==> config.mk <==
export PLATFORM = sky130hd
export DESIGN_NAME = gp_register
export DESIGN_NICKNAME = d
export VERILOG_FILES = /design/src/rtl/gp_register.sv
export SDC_FILE = /design/constraint.sdc
export NUM_CORES = 1
export LEC_CHECK = 0
export ABC_AREA = 1
export CAP_MARGIN = 10
export CORE_AREA = 2 2 39 41
export CTS_BUF_LIST = sky130_fd_sc_hd__clkbuf_8
export DETAILED_ROUTE_END_ITERATION = 10
export DIE_AREA = 0 0 41 43
export PLACE_DENSITY = 0.54
export SLEW_MARGIN = 10
export SYNTH_ARGS = -nofsm -noshare
export SYNTH_HDL_FRONTEND = slang
export SYNTH_SLANG_ARGS = --single-unit
export TNS_END_PERCENT = 30
==> constraint.sdc <==
create_clock -name clk -period 0.8 [get_ports clk]
set_input_delay 0.08 -clock clk [delete_from_list [all_inputs] [get_ports clk]]
set_output_delay 0.08 -clock clk [all_outputs]
set_load 0.03 [all_outputs]
==> src/rtl/gp_register.sv <==
// General-purpose datapath register: synchronous active-high reset,
// loads d on a rising edge when wr_ctrl is set, otherwise holds.
module gp_register #(
  parameter int               WIDTH       = 8,
  parameter logic [WIDTH-1:0] RESET_VALUE = '0
) (
  input  logic             clk,
  input  logic             rst,
  input  logic             wr_ctrl,
  input  logic [WIDTH-1:0] d,
  output logic [WIDTH-1:0] q
);

  // Ternary rather than if/else on wr_ctrl so an unknown enable propagates
  // into q in four-state simulation instead of being silently treated as 0.
  always_ff @(posedge clk) begin
    if (rst) q <= RESET_VALUE;
    else     q <= wr_ctrl ? d : q;
  end

endmodule

==> results_dict.tcl, run 1 <==
set metrics [dict create \
    final_antenna_net_count 0 \
    max_freq_mhz 1278 \
    antenna_cells 0 \
    cts_tree "yes" \
    timing.final.hold_violations 0 \
    rsz0062_at_grt "true" \
    critPathBufInv 1 \
    intPower_uw 880.2 \
    combPwrFrac_pct 20.5 \
    vias 328 \
    syn_nets 62 \
    synth_top_cell_area_share_pct 46.89 \
    portBuffers 18 \
    regArea_um2 167.7 \
    gp_congestion 0.6464 \
    track_usage_pct 9.347 \
    ir_drop_mv 0.8750 \
    cts_root_buffer "clkbuf_8" \
    cts_setup_buffers 0 \
    cts-buffers-inserted 3 \
    crit_family "flip-flops" \
    die_width_um 41 \
    final_cell_mix "nor2_1, nand2_1, clkdlybuf4s50_1" \
    drv_slew 0 \
    clk_latency_ns 0.23 \
    swShare_pct 24.40 \
    path_depth 1 \
    ys_seq_area_share_pct 46.89 \
    p_leak_uw 0.0003091 \
    cts.sink_count 8 \
    grt.overflow.total 0 \
    worst_slew_pin_slew_ns 0.2394 \
    reg_top3 "q x8" \
    synth_cell_type_count 7 \
    min-delay-start "d[2]" \
    rows 14 \
    power_frac_clock_pct 40.7 \
    grt_first_pass_wirelength_mm 1.021 \
    cts_max_level 1 \
    antenna_found_initial 0 \
    syn2layout_area_growth_pct 72.53 \
    relSlewSlack_pct 84.02 \
    pin_count 19 \
    post-route-period-util_pct 97.83 \
    setup_viol 0 \
    r2r-start "q[6]" \
    worstSetupEndpointType "output port" \
    max_stage_delay_ns 0.32 \
    path_max_fanout 2 \
    seqPwrFrac_pct 38.8 \
    r2r-end "q[6]" \
    clk_pin_slew_ns 0.04 \
    rrSetupSlack_ns 0.22 \
    period_needed_ns 0.7826 \
    cts_max_path_buffers 2 \
    p_sw_uw 284.1 \
    worstSetupPathType "reg -> out" \
    yosys_warnings 0 \
    placed_area_um2 514.2 \
    ctsResizeCount 3 \
    grt_pass1_vias 259 \
    skew_ns 0 \
    start_util_pct 24.68 \
    outcome "completed" \
    syn_area_per_cell_um2 6.698 \
    die_y_um 43 \
    crit_arrival_ns 0.70 \
    crit_required_ns 0.72 \
    worst_path_max_delay_cell "dfxtp_1" \
    crit_chain "buf_4" \
    hold_path.class "in -> reg" \
    critPathLaunch "q[5]" \
    first_pass_iters 1 \
    nFillCells 156 \
    top_register "q" \
    multi_input_area_um2 125.1 \
    start_kind "flop" \
    yosys.area.top_type "dfxtp_1" \
    total_power_uw 1164 \
    p_per_area_mw_per_mm2 1976 \
    totalWireLength_um 718 \
    largest_reg_flops 8 \
    rr_worst_depth 2 \
    drtIter0Drc 0 \
    nets 85 \
    drive_above_1_share_pct 29.17 \
    viasPerCell 3.727 \
    wl_per_cell_um 8.159 \
    die-area_mm2 0.001763 \
    yosys-top-cells-area "dfxtp_1, nand2_1, nor2_1" \
    syn-instance-count 51 \
    synthesis.area_um2 341.6 \
    core_area_mm2 0.001384 \
    drv_cap 0 \
    stdcell_area_um2 589.3 \
    synth-seq-cells 8 \
    ctsHoldBuffers 0 \
    grt_max_degree 9 \
    crit_end "q[5]" \
    drc 0 \
]
## Yosys cell counts
| cell | number |
|---|---|
| buf_6 | 2 |
| dfxtp_1 | 8 |
| inv_1 | 9 |
| nand2_1 | 15 |
| nand2_2 | 1 |
| nor2_1 | 15 |
| nor2_2 | 1 |
## kinds of logic (layout without fill, tap and decap cells)
group | after synthesis | after routing | synth area share, %
simple gates | 32 | 32 | 36.63
flops | 8 | 8 | 46.89
buf+inv | 11 | 32 | 16.48
## layout make-up
cell class                      instances  share of cell area, %
Sequential cell                         8                  28.45
Inverter                                9                  5.732
Clock buffer                            3                  7.006
Tap cell                               16                  3.397
Timing Repair Buffer                   20                  34.18
Multi-Input combinational cell         32                  21.23
## through the flow
stage | hold WS, ns | utilization (%) | instances | TNS [ns] | worst slack [ns]
3_5_place_dp | 0.4648 | 37.16 | 85 | -1.389 | -0.1818
3_3_place_gp | 0.4636 | 37.16 | 85 | -1.292 | -0.1756
6_report | 0.4485 | 42.59 | 88 | 0 | 0.01736
4_1_cts | 0.4612 | 40.78 | 88 | 0 | 0.002710
2_1_floorplan | 0.2682 | - | 51 | 0 | 0.08357
5_1_grt | 0.4927 | 42.59 | 88 | -0.01319 | -0.005572
## layer usage
metal	wire length (um)	up-vias	global-route usage (%)	part of all wire, %
met5	0	-	0	0
li1	-	185	-	-
met2	289	18	11.88	40
met3	87	3	3.141	12
met1	316	122	10.97	44
met4	25	0	10.00	3.5
## worst min path at each step
stage               depth (start not counted)  slack, ns   end
floorplan                                   4       0.27  q[0]
global placement                            2       0.46  q[3]
detailed placement                          2       0.46  q[2]
CTS                                         5       0.46  q[7]
global route                                5       0.49  q[2]
finish                                      5       0.45  q[2]
## power by group through the flow
stage	clock network, uW	registers (uW)	logic [uW]
final	473	452	239
after CTS	484	446	232
after detailed placement	0	450	226
after global placement	0	450	224
after global routing	513	455	260
after floorplan	0	504	72.6
## worst min-delay path, delay by kind of cell
family / cells / cell delay [ns]
simple gates: 3 / 0.12
buf+inv: 2 / 0.44
Note: power is estimated with default switching activity, not from simulation.
==> run 2, diff against run 1 <==
- CORE_AREA: 2 2 39 41 -> 3 3 40 42
- DIE_AREA: 0 0 41 43 -> 0 0 43 45
- REMOVE_ABC_BUFFERS: unset -> 1
==> run 2 against run 1 <==
Effect of this change: core utilization is 6.0 points higher; sequential share of layout area is 1.6 points lower; sequential power hardly changed; design area is 5.9% higher; first-iteration DRC count stayed put; wire length is 18% higher; non-clock buffer count stayed put; clock-buffer cell count stayed put; final cell count is 1.1% lower; hold slack worse by 0.088 ns; maximum frequency is 0.19% higher.
==> results_dict.tcl, run 2 (synthesis gave the netlist of run 1 again) <==
set metrics [dict create \
    crit_chain "buf_6" \
    gp_congestion 0.6470 \
    setup_viol 0 \
    crit_family "flip-flops" \
    vias 348 \
    period_needed_ns 0.7812 \
    tns_ns 0 \
    critPathBufInv 1 \
    totalWireLength_um 847 \
    cts_setup_buffers 0 \
    grt_max_degree 17 \
    worst_slew_pin_slew_ns 0.2458 \
    drv_cap 0 \
    drtIter0Drc 0 \
    pin_count 19 \
    antenna_found_initial 0 \
    grt.overflow.total 0 \
    worstSetupPathType "reg -> out" \
    antenna_cells 0 \
    nFillCells 136 \
    rows 13 \
    drc 0 \
    first_pass_iters 1 \
    die_width_um 43 \
    worstSetupEndpointType "output port" \
    max_freq_mhz 1280 \
    track_usage_pct 9.341 \
    worst_path_max_delay_cell "dfxtp_1" \
    final_antenna_net_count 0 \
    path_max_fanout 2 \
    rrSetupSlack_ns 0.23 \
    relSlewSlack_pct 83.59 \
    ctsHoldBuffers 0 \
    top_register "q" \
    largest_reg_flops 8 \
    post-route-period-util_pct 97.64 \
    rsz0062_at_grt "true" \
    r2r-end "q[6]" \
    min-delay-start "wr_ctrl" \
    cts_max_path_buffers 2 \
    wl_per_cell_um 9.736 \
    crit_required_ns 0.72 \
    drv_slew 0 \
    hold_path.class "in -> reg" \
    hold-worst-slack_ns 0.3603 \
    final_cell_mix "nor2_1, nand2_1, inv_1, clkdlybuf4s50_1, buf_6" \
    rr_worst_depth 2 \
    clk_latency_ns 0.23 \
    die_y_um 45 \
    crit_arrival_ns 0.70 \
    post-place-ws_ns -0.2066 \
    start_kind "flop" \
    start_util_pct 26.58 \
    worst_slack_ns 0.01885 \
    cts_max_level 1 \
    nets 85 \
    r2r-start "q[6]" \
    cts_root_buffer "clkbuf_8" \
    min_to "q[7]" \
    syn2layout_area_growth_pct 82.78 \
    p_leak_uw 0.0003313 \
    timing.final.hold_violations 0 \
    cts.sink_count 8 \
    reg_top3 "q x8" \
    drive_above_1_share_pct 29.17 \
    die-area_mm2 0.001935 \
    cts-buffers-inserted 3 \
    min_path_cells 5 \
    total_power_uw 1190 \
    portBuffers 18 \
    core_area_mm2 0.001285 \
    ir_drop_mv 0.7690 \
    grt_first_pass_wirelength_mm 1.269 \
    cts_tree "yes" \
    outcome "completed" \
    skew_ns 0 \
    clk_pin_slew_ns 0.04 \
    grt_pass1_vias 308 \
    max_stage_delay_ns 0.34 \
    viasPerCell 4.000 \
    dp_hpwl_um 554 \
    p_per_area_mw_per_mm2 1907 \
]
[run 2: cell count changes in the layout (fill, tap and decap cells not counted), sizes merged]
cell           previous run  this run
clkdlybuf4s50            10         9
clkbuf                    3         4
buf                      10         9
dlymetal6s2s              0         1
[run 2: per-layer routing]
metal	wire, um	global-route usage [%]
met3	108	5.578
met1	378	10.65
met5	0	0
met2	330	11.68
met4	29	9.036
[run 2: worst max path at each step]
stage                 start   end  slack, ns  cells past startpoint
CTS                    q[1]  q[1]     0.0007                      1
global route            rst  q[2]      -0.01                      4
finish                 q[3]  q[3]       0.02                      1
global placement    wr_ctrl  q[6]      -0.19                      5
detailed placement  wr_ctrl  q[3]      -0.21                      5
floorplan              q[6]  q[6]       0.08                      2
[run 2: area by class of cell]
cell class | instances | area [um^2] | area share (%)
Sequential cell | 8 | 167.7 | 26.85
Clock buffer | 3 | 41.29 | 6.613
Multi-Input combinational cell | 32 | 125.1 | 20.04
Timing Repair Buffer | 20 | 237.7 | 38.08
Tap cell | 15 | 18.77 | 3.006
Inverter | 9 | 33.78 | 5.411
[run 2: power breakdown]
| part | total, uW | internal [uW] | switching, uW |
|---|---|---|---|
| Sequential | 452 | 433 | 18.5 |
| Combinational | 260 | 137 | 122 |
| Clock | 479 | 325 | 153 |
| Total | 1190 | 896 | 294 |
[run 2: metrics by stage]
| step | cell area, um^2 | std cells | util, % |
|---|---|---|---|
| floorplan | 319.1 | 49 | - |
| global placement | 518.0 | 83 | 40.31 |
| detailed placement | 518.0 | 83 | 40.31 |
| CTS | 566.8 | 86 | 44.11 |
| global route | 624.3 | 87 | 48.59 |
| finish | 624.3 | 87 | 48.59 |
[run 2: what timing repair did]
action,CTS,global route
endpoints found under the setup margin,2,12
gates resized for setup,2,13
cloned,0,1
pin swaps,0,0
